===== src/rtl/sbqm_queue_manager_p.sv =====
// Single-bank queue manager: glitch-filtered entry/exit photocells, a
// saturating occupancy counter with registered flags and warning pulses,
// and a multi-cycle restoring divider that estimates the wait time.
//
// Sensor handshake: the in/out photocells are plain level inputs. A person
// is counted only after a low phase of at least MIN_LOW cycles followed by
// a high sample. That one-cycle EVENT state is the only thing the counter
// consumes, so no valid/ready pair is needed.
module sbqm_queue_manager_p #(
   parameter int CAP_W   = 3,
   parameter int TCNT_W  = 2,
   parameter int WT_UNIT = 3,
   parameter int WT_W    = 5,
   parameter int MIN_LOW = 2
) (
   input  logic              clk,
   input  logic              rst,
   input  logic              in,
   input  logic              out,
   input  logic [TCNT_W-1:0] tcount,
   output logic [CAP_W-1:0]  pcount,
   output logic [WT_W-1:0]   wtime,
   output logic              wtime_valid,
   output logic              empty,
   output logic              full,
   output logic              warn_full,
   output logic              warn_empty,
   output logic              tcount_err,
   output logic [1:0]        dbg_in_state,
   output logic [1:0]        dbg_out_state
);

   localparam int NUM_W  = CAP_W + TCNT_W + $clog2(WT_UNIT + 1);
   localparam int STEP_W = $clog2(NUM_W);
   localparam int CNT_W  = $clog2(MIN_LOW + 1);
   localparam logic [CAP_W-1:0] CAP_MAX = '1;
   localparam logic [NUM_W-1:0] WT_MAX  = NUM_W'((1 << WT_W) - 1);

   typedef enum logic [1:0] {
      S_IDLE  = 2'd0,
      S_LOW   = 2'd1,
      S_EVENT = 2'd2
   } sens_state_e;

   // index 0 = entry photocell, index 1 = exit photocell
   sens_state_e      sens_state_q [2];
   sens_state_e      sens_state_d [2];
   logic [CNT_W-1:0] low_cnt_q [2];
   logic [CNT_W-1:0] low_cnt_d [2];
   logic [1:0]       sens_raw;
   logic             ev_in, ev_out;

   logic [CAP_W-1:0] pcount_q, pcount_d;
   logic             empty_q, empty_d, full_q, full_d;
   logic             warn_full_q, warn_full_d, warn_empty_q, warn_empty_d;

   logic [CAP_W-1:0]  p_l_q, p_l_d;
   logic [TCNT_W-1:0] t_l_q, t_l_d;
   logic              busy_q, busy_d;
   logic [STEP_W-1:0] step_q, step_d;
   logic [NUM_W-1:0]  num_q, num_d;
   logic [TCNT_W-1:0] rem_q, rem_d;
   logic [NUM_W-2:0]  quo_q, quo_d;
   logic [WT_W-1:0]   wtime_q, wtime_d;
   logic              valid_q, valid_d;
   logic              tcount_err_q, tcount_err_d;

   logic              op_mismatch;
   logic [TCNT_W:0]   rem_shift;
   logic              fits;
   logic [TCNT_W-1:0] rem_next;
   logic [NUM_W-1:0]  quo_next;
   logic [WT_W-1:0]   wt_sat;
   logic [NUM_W-1:0]  num_load;

   assign sens_raw = {out, in};
   assign ev_in    = (sens_state_q[0] == S_EVENT);
   assign ev_out   = (sens_state_q[1] == S_EVENT);

   // Glitch filter: count low cycles, accept the pulse on its rising edge.
   always_comb begin
      for (int c = 0; c < 2; c++) begin
         sens_state_d[c] = sens_state_q[c];
         low_cnt_d[c]    = low_cnt_q[c];
         case (sens_state_q[c])
            S_IDLE: begin
               if (!sens_raw[c]) begin
                  sens_state_d[c] = S_LOW;
                  low_cnt_d[c]    = CNT_W'(1);
               end
            end
            S_LOW: begin
               if (!sens_raw[c]) begin
                  if (low_cnt_q[c] < CNT_W'(MIN_LOW)) low_cnt_d[c] = low_cnt_q[c] + CNT_W'(1);
               end else begin
                  sens_state_d[c] = (low_cnt_q[c] >= CNT_W'(MIN_LOW)) ? S_EVENT : S_IDLE;
                  low_cnt_d[c]    = '0;
               end
            end
            S_EVENT: begin
               if (!sens_raw[c]) begin
                  sens_state_d[c] = S_LOW;
                  low_cnt_d[c]    = CNT_W'(1);
               end else begin
                  sens_state_d[c] = S_IDLE;
                  low_cnt_d[c]    = '0;
               end
            end
            default: begin
               sens_state_d[c] = S_IDLE;
               low_cnt_d[c]    = '0;
            end
         endcase
      end
   end

   // Sensor state registers.
   always_ff @(posedge clk) begin
      for (int c = 0; c < 2; c++) begin
         if (!rst) begin
            sens_state_q[c] <= S_IDLE;
            low_cnt_q[c]    <= '0;
         end else begin
            sens_state_q[c] <= sens_state_d[c];
            low_cnt_q[c]    <= low_cnt_d[c];
         end
      end
   end

   // Occupancy update; flags come from the next count so they never lag.
   always_comb begin
      pcount_d     = pcount_q;
      warn_full_d  = 1'b0;
      warn_empty_d = 1'b0;
      if (ev_in && !ev_out) begin
         if (pcount_q == CAP_MAX) warn_full_d = 1'b1;
         else                     pcount_d    = pcount_q + CAP_W'(1);
      end else if (ev_out && !ev_in) begin
         if (pcount_q == '0) warn_empty_d = 1'b1;
         else                pcount_d     = pcount_q - CAP_W'(1);
      end
      empty_d = (pcount_d == '0);
      full_d  = (pcount_d == CAP_MAX);
   end

   // Occupancy and flag registers.
   always_ff @(posedge clk) begin
      if (!rst) begin
         pcount_q     <= '0;
         empty_q      <= 1'b1;
         full_q       <= 1'b0;
         warn_full_q  <= 1'b0;
         warn_empty_q <= 1'b0;
      end else begin
         pcount_q     <= pcount_d;
         empty_q      <= empty_d;
         full_q       <= full_d;
         warn_full_q  <= warn_full_d;
         warn_empty_q <= warn_empty_d;
      end
   end

   // Divider datapath: one restoring step, saturation and the load value.
   always_comb begin
      op_mismatch = (p_l_q != pcount_q) || (t_l_q != tcount);
      rem_shift   = {rem_q, num_q[NUM_W-1]};
      fits        = (rem_shift >= {1'b0, t_l_q});
      rem_next    = fits ? (rem_shift[TCNT_W-1:0] - t_l_q) : rem_shift[TCNT_W-1:0];
      quo_next    = {quo_q, fits};
      wt_sat      = (quo_next > WT_MAX) ? '1 : WT_W'(quo_next);
      num_load    = NUM_W'(WT_UNIT) * (NUM_W'(pcount_q) + NUM_W'(tcount) - NUM_W'(1));
   end

   // Divider control: zero tellers aborts, busy steps, idle reloads on mismatch.
   always_comb begin
      p_l_d        = p_l_q;
      t_l_d        = t_l_q;
      busy_d       = busy_q;
      step_d       = step_q;
      num_d        = num_q;
      rem_d        = rem_q;
      quo_d        = quo_q;
      wtime_d      = wtime_q;
      valid_d      = valid_q;
      tcount_err_d = (tcount == '0);
      if (tcount == '0) begin
         busy_d  = 1'b0;
         step_d  = '0;
         t_l_d   = '0;
         wtime_d = '0;
         valid_d = 1'b0;
      end else if (busy_q) begin
         num_d  = {num_q[NUM_W-2:0], 1'b0};
         rem_d  = rem_next;
         quo_d  = quo_next[NUM_W-2:0];
         step_d = step_q + STEP_W'(1);
         if (step_q == STEP_W'(NUM_W - 1)) begin
            busy_d  = 1'b0;
            step_d  = '0;
            wtime_d = (p_l_q == '0) ? '0 : wt_sat;
            valid_d = !op_mismatch;
         end
      end else if (op_mismatch) begin
         p_l_d   = pcount_q;
         t_l_d   = tcount;
         num_d   = num_load;
         rem_d   = '0;
         quo_d   = '0;
         step_d  = '0;
         busy_d  = 1'b1;
         valid_d = 1'b0;
      end
   end

   // Divider registers; reset drops any division in flight.
   always_ff @(posedge clk) begin
      if (!rst) begin
         p_l_q        <= '0;
         t_l_q        <= TCNT_W'(1);
         busy_q       <= 1'b0;
         step_q       <= '0;
         num_q        <= '0;
         rem_q        <= '0;
         quo_q        <= '0;
         wtime_q      <= '0;
         valid_q      <= 1'b1;
         tcount_err_q <= 1'b0;
      end else begin
         p_l_q        <= p_l_d;
         t_l_q        <= t_l_d;
         busy_q       <= busy_d;
         step_q       <= step_d;
         num_q        <= num_d;
         rem_q        <= rem_d;
         quo_q        <= quo_d;
         wtime_q      <= wtime_d;
         valid_q      <= valid_d;
         tcount_err_q <= tcount_err_d;
      end
   end

   assign pcount        = pcount_q;
   assign empty         = empty_q;
   assign full          = full_q;
   assign warn_full     = warn_full_q;
   assign warn_empty    = warn_empty_q;
   assign wtime         = wtime_q;
   assign wtime_valid   = valid_q;
   assign tcount_err    = tcount_err_q;
   assign dbg_in_state  = sens_state_q[0];
   assign dbg_out_state = sens_state_q[1];

endmodule


===== config.mk =====
export PLATFORM = sky130hd
export DESIGN_NAME = sbqm_queue_manager_p
export DESIGN_NICKNAME = d
export VERILOG_FILES = /design/src/rtl/sbqm_queue_manager_p.sv
export SDC_FILE = /design/constraint.sdc
export NUM_CORES = 1
export LEC_CHECK = 0
export BUFFER_PORTS_ARGS = -buffer_cell sky130_fd_sc_hd__buf_2
export CAP_MARGIN = 25
export CORE_ASPECT_RATIO = 0.6
export CORE_MARGIN = 2
export CORE_UTILIZATION = 40
export CTS_CLUSTER_SIZE = 16
export DETAILED_ROUTE_END_ITERATION = 16
export PLACE_DENSITY_LB_ADDON = 0.05
export SLEW_MARGIN = 25
export SYNTH_ARGS = -nofsm -noshare
export SYNTH_HDL_FRONTEND = slang
export SYNTH_SLANG_ARGS = --single-unit

===== constraint.sdc =====
create_clock -name clk -period 4.3 [get_ports clk]
set_input_delay 0.215 -clock clk [delete_from_list [all_inputs] [get_ports clk]]
set_output_delay 0.215 -clock clk [all_outputs]
set_load 0.02 [all_outputs]

==> run summary <==
The library cell with the highest instance count after synthesis is sky130_fd_sc_hd__dfxtp_1. The overall die width came out at 103 microns. The power density over the cells came out at 343 mW/mm^2. The startpoint of the most critical hold path is out. The routed length per placed instance came out at 12.9 microns. The count of flip-flops with a built-in enable after synthesis is 0. The number of port buffers is 23. Measured along the y axis, the die boundary spans 63.3 microns. The highest clock frequency the design can meet is 343 MHz.

The share of flip-flops with an asynchronous set or reset came out at 0%. The number of antenna diodes in the final layout is 0. Counting flops and latches in the post-synthesis netlist gives 46. Setup violations remaining at the end of the flow were counted as 0. The H-tree depth reported by CTS is 2.

The run finished with clean final reports. The overall routing resource usage is 16.6%. Cells with a size suffix above 1 make up 13.8% of the layout. The number of pins exceeding their max-slew limit in the final report is 0. During synthesis, Yosys emitted a total of 0 warnings. The worst setup path startpoint is pcount[1]$_SDFF_PN0_.

STA classifies the critical path startpoint as a flop. TritonCTS built the clock tree. The number of cells after detailed placement came out at 369. The count of nets left with antenna violations once routing finished came out at 0. The cell leakage power is 1.11 nW. The overall via count from detail_route is 1928. Clock-pin slew was measured on the worst setup and hold paths at 0.09 ns. The core box area came out at 0.00562 sq mm. The clock passes through at most 2 buffers. The share of the core filled with cells in the final layout is 46.6%.

The total die area came out at 0.00652 sq mm. In this run the mean area of a mapped cell was 8.50 sq um. The data arrival time of the critical path is 3.12 ns.

The CTS sink count came out at 46. The first-pass GRT wire length came out at 8.52 mm. The number of cells upsized or downsized after cts came out at 0. The startpoint of the worst register-to-register path is pcount[1]$_SDFF_PN0_. The completed layout was analyzed and its total power is 899 uW.

The DRC marker count from the first detailed-route iteration is 65. The number of global-route vias before repair came out at 1806. Ranked by instance count, the synthesized netlist is headed by 46 x sky130_fd_sc_hd__dfxtp_1, 30 x sky130_fd_sc_hd__nor2_1, 24 x sky130_fd_sc_hd__nand2_1.

The via density per instance came out at 5.11. The maximum fanout along the worst path came out at 5. The pre-CTS setup slack came out at 1.42 ns.

For the worst setup path, the data required time is 4.51 ns. The worst setup path is captured at a flop. Dividing the final minimum period by the clock period gives 67.9%. The setup path with the least slack is of type flop to flop. The share of the Yosys chip area taken by registers is 39.2%. For the pin with the worst max-slew slack, the measured transition is 0.982 ns.

Yosys attributes the largest share of cell area to sky130_fd_sc_hd__dfxtp_1 39%, sky130_fd_sc_hd__ha_1 7.5%, sky130_fd_sc_hd__nor2_1 4.8%. Measured against its own limit, the worst slew margin works out to 34.5%. In this run the clock root is driven by a sky130_fd_sc_hd__clkbuf_8. The routed design has 4.85 mm of wire. The hold buffer count at CTS came out at 0.

The post-layout worst setup margin came out at 1.38 ns. Summed over all failing endpoints, the final setup total negative slack is 0 ns. The final clock skew came out at 0.00539 ns. The gate count after technology mapping came out at 276. The number of antenna violations at the first check in global routing came out at 0. The biggest area contributor in the post-synthesis netlist is sky130_fd_sc_hd__dfxtp_1. Setup repair after global routing left no endpoint under its margin. After detailed routing, the number of remaining DRC violations is 0. The signed area change from the synthesized netlist to the final layout came out at 11.6%. The post-synthesis cell type count came out at 48. The post-synth net total is 299. The worst-case hold slack is 0.153 ns.

Excluding fillers, the count of instances in the completed layout stands at 377. The half-perimeter wire length after detailed placement is 3.54 mm. The layout net count is 319. The number of placement rows is 21.

The first detailed-routing pass ran for 4 iterations. The internal reg-to-reg setup slack came out at 1.38 ns. The most used flip-flop cell after synthesis is sky130_fd_sc_hd__dfxtp_1.

The top-level port count came out at 24. The largest net degree at the start of global routing came out at 31. The synthesized cell area is 0.00235 sq mm. The latest clock arrival within the worst-skew pair came out at 0.31 ns.

Once the floorplan was initialized, standard cells occupied 41.7% of the core. The cell area after layout is 0.00262 sq mm. The shortest period the worst path allows is 2.92 ns. The total cell area at the placement stage came out at 0.00251 sq mm. The area share of the largest cell type after synthesis is 39.2%. The maximum ir drop on the vdd rail is 0.134 mV. The leftover overflow at the end of global routing came out at 0.

The post-CTS setup-driven buffer insertion count is 0. The worst min-delay path category is primary input to flop. The final RePlAce weighted congestion came out at 0.805. The TritonCTS buffer count is 5. The fill cell instance count of the final layout came out at 571. The hold violation total from the final report is 0. Across the run, the number of max-cap violations was 0.
[power by group]
group	switching (mW)	internal [mW]	total, mW
clock network	0.153	0.147	0.300
logic	0.0813	0.0539	0.135
registers	0.0194	0.444	0.464
[sequential cells by signal, indices dropped and copies added, names as in the netlist, 3 cells and up]
name / flops
num_q: 7
quo_q: 6
low_cnt_q: 4
wtime: 5
sens_state_q: 4
pcount: 3
step_q: 3
p_l_q: 3
[layer usage]
metal / GRT usage (%) / wire (microns) / vias up
li1: - / - / 1002
met1: 26.4 / 2780 / 874
met2: 21.6 / 1740 / 45
met3: 4.11 / 268 / 7
met4: 4.44 / 51 / 0
met5: 0 / 0 / -
[path summary, 6_finish.rpt]
kind | end | depth (start not counted)
min reg2reg | wtime[3]$_SDFFE_PP0P_ | 2
min | sens_state_q[1][0]$_SDFFE_PN0P_ | 2
max reg2reg | num_q[5]$_SDFFE_PN0P_ | 10
max | num_q[5]$_SDFFE_PN0P_ | 10
[logic make-up (layout without fill, tap and decap cells)]
| family | Yosys count | after routing | synth area share (%) |
|---|---|---|---|
| AND/OR/NAND/NOR | 93 | 93 | 18.6 |
| AO/OA/AOI/OAI | 71 | 71 | 20.0 |
| flip-flops | 46 | 46 | 39.2 |
| buffers and inverters | 33 | 54 | 5.76 |
| adder cells (fa/ha/maj) | 17 | 17 | 10.0 |
| XOR/XNOR | 10 | 10 | 3.73 |
| multiplexers | 6 | 6 | 2.61 |
[layout make-up]
type / instances / area, sq um / share of cell area, %
clock buffer: 7 / 96.3 / 3.68
timing repair buffer: 23 / 115 / 4.40
tap: 80 / 100 / 3.82
clock inverter: 1 / 8.76 / 0.334
inverter: 23 / 86.3 / 3.30
multi-input combinational: 197 / 1290 / 49.3
sequential: 46 / 921 / 35.2
[cell usage in the layout, fill, tap and decap left out, drive strengths merged, types with 2 or more instances in the layout]
cell type,netlist,routed
nor3,13,13
o211ai,2,2
xor2,4,4
clkbuf,5,7
nor2,30,30
fa,3,3
ha,14,14
nand2,24,24
mux2i,5,5
o21ai,18,18
dfxtp,46,46
buf,5,23
or3,4,4
a31oi,4,4
o31ai,3,3
a21oi,21,21
nand2b,3,3
a22oi,8,8
xnor2,6,6
nor2b,5,5
nand3,6,6
nor4,2,2
inv,23,23
a211oi,8,8
[critical path, stage by stage, from the launching register on]
cell and delay [ns]:
sky130_fd_sc_hd__dfxtp_1 0.42, sky130_fd_sc_hd__inv_1 0.13, sky130_fd_sc_hd__ha_1 0.29, sky130_fd_sc_hd__inv_1 0.04, sky130_fd_sc_hd__ha_1 0.23, sky130_fd_sc_hd__fa_1 0.54, sky130_fd_sc_hd__fa_1 0.47, sky130_fd_sc_hd__nand2b_1 0.18
sky130_fd_sc_hd__a31oi_1 0.16, sky130_fd_sc_hd__o21ai_0 0.10, sky130_fd_sc_hd__a311oi_1 0.27
(Power assumes the default switching activity.)
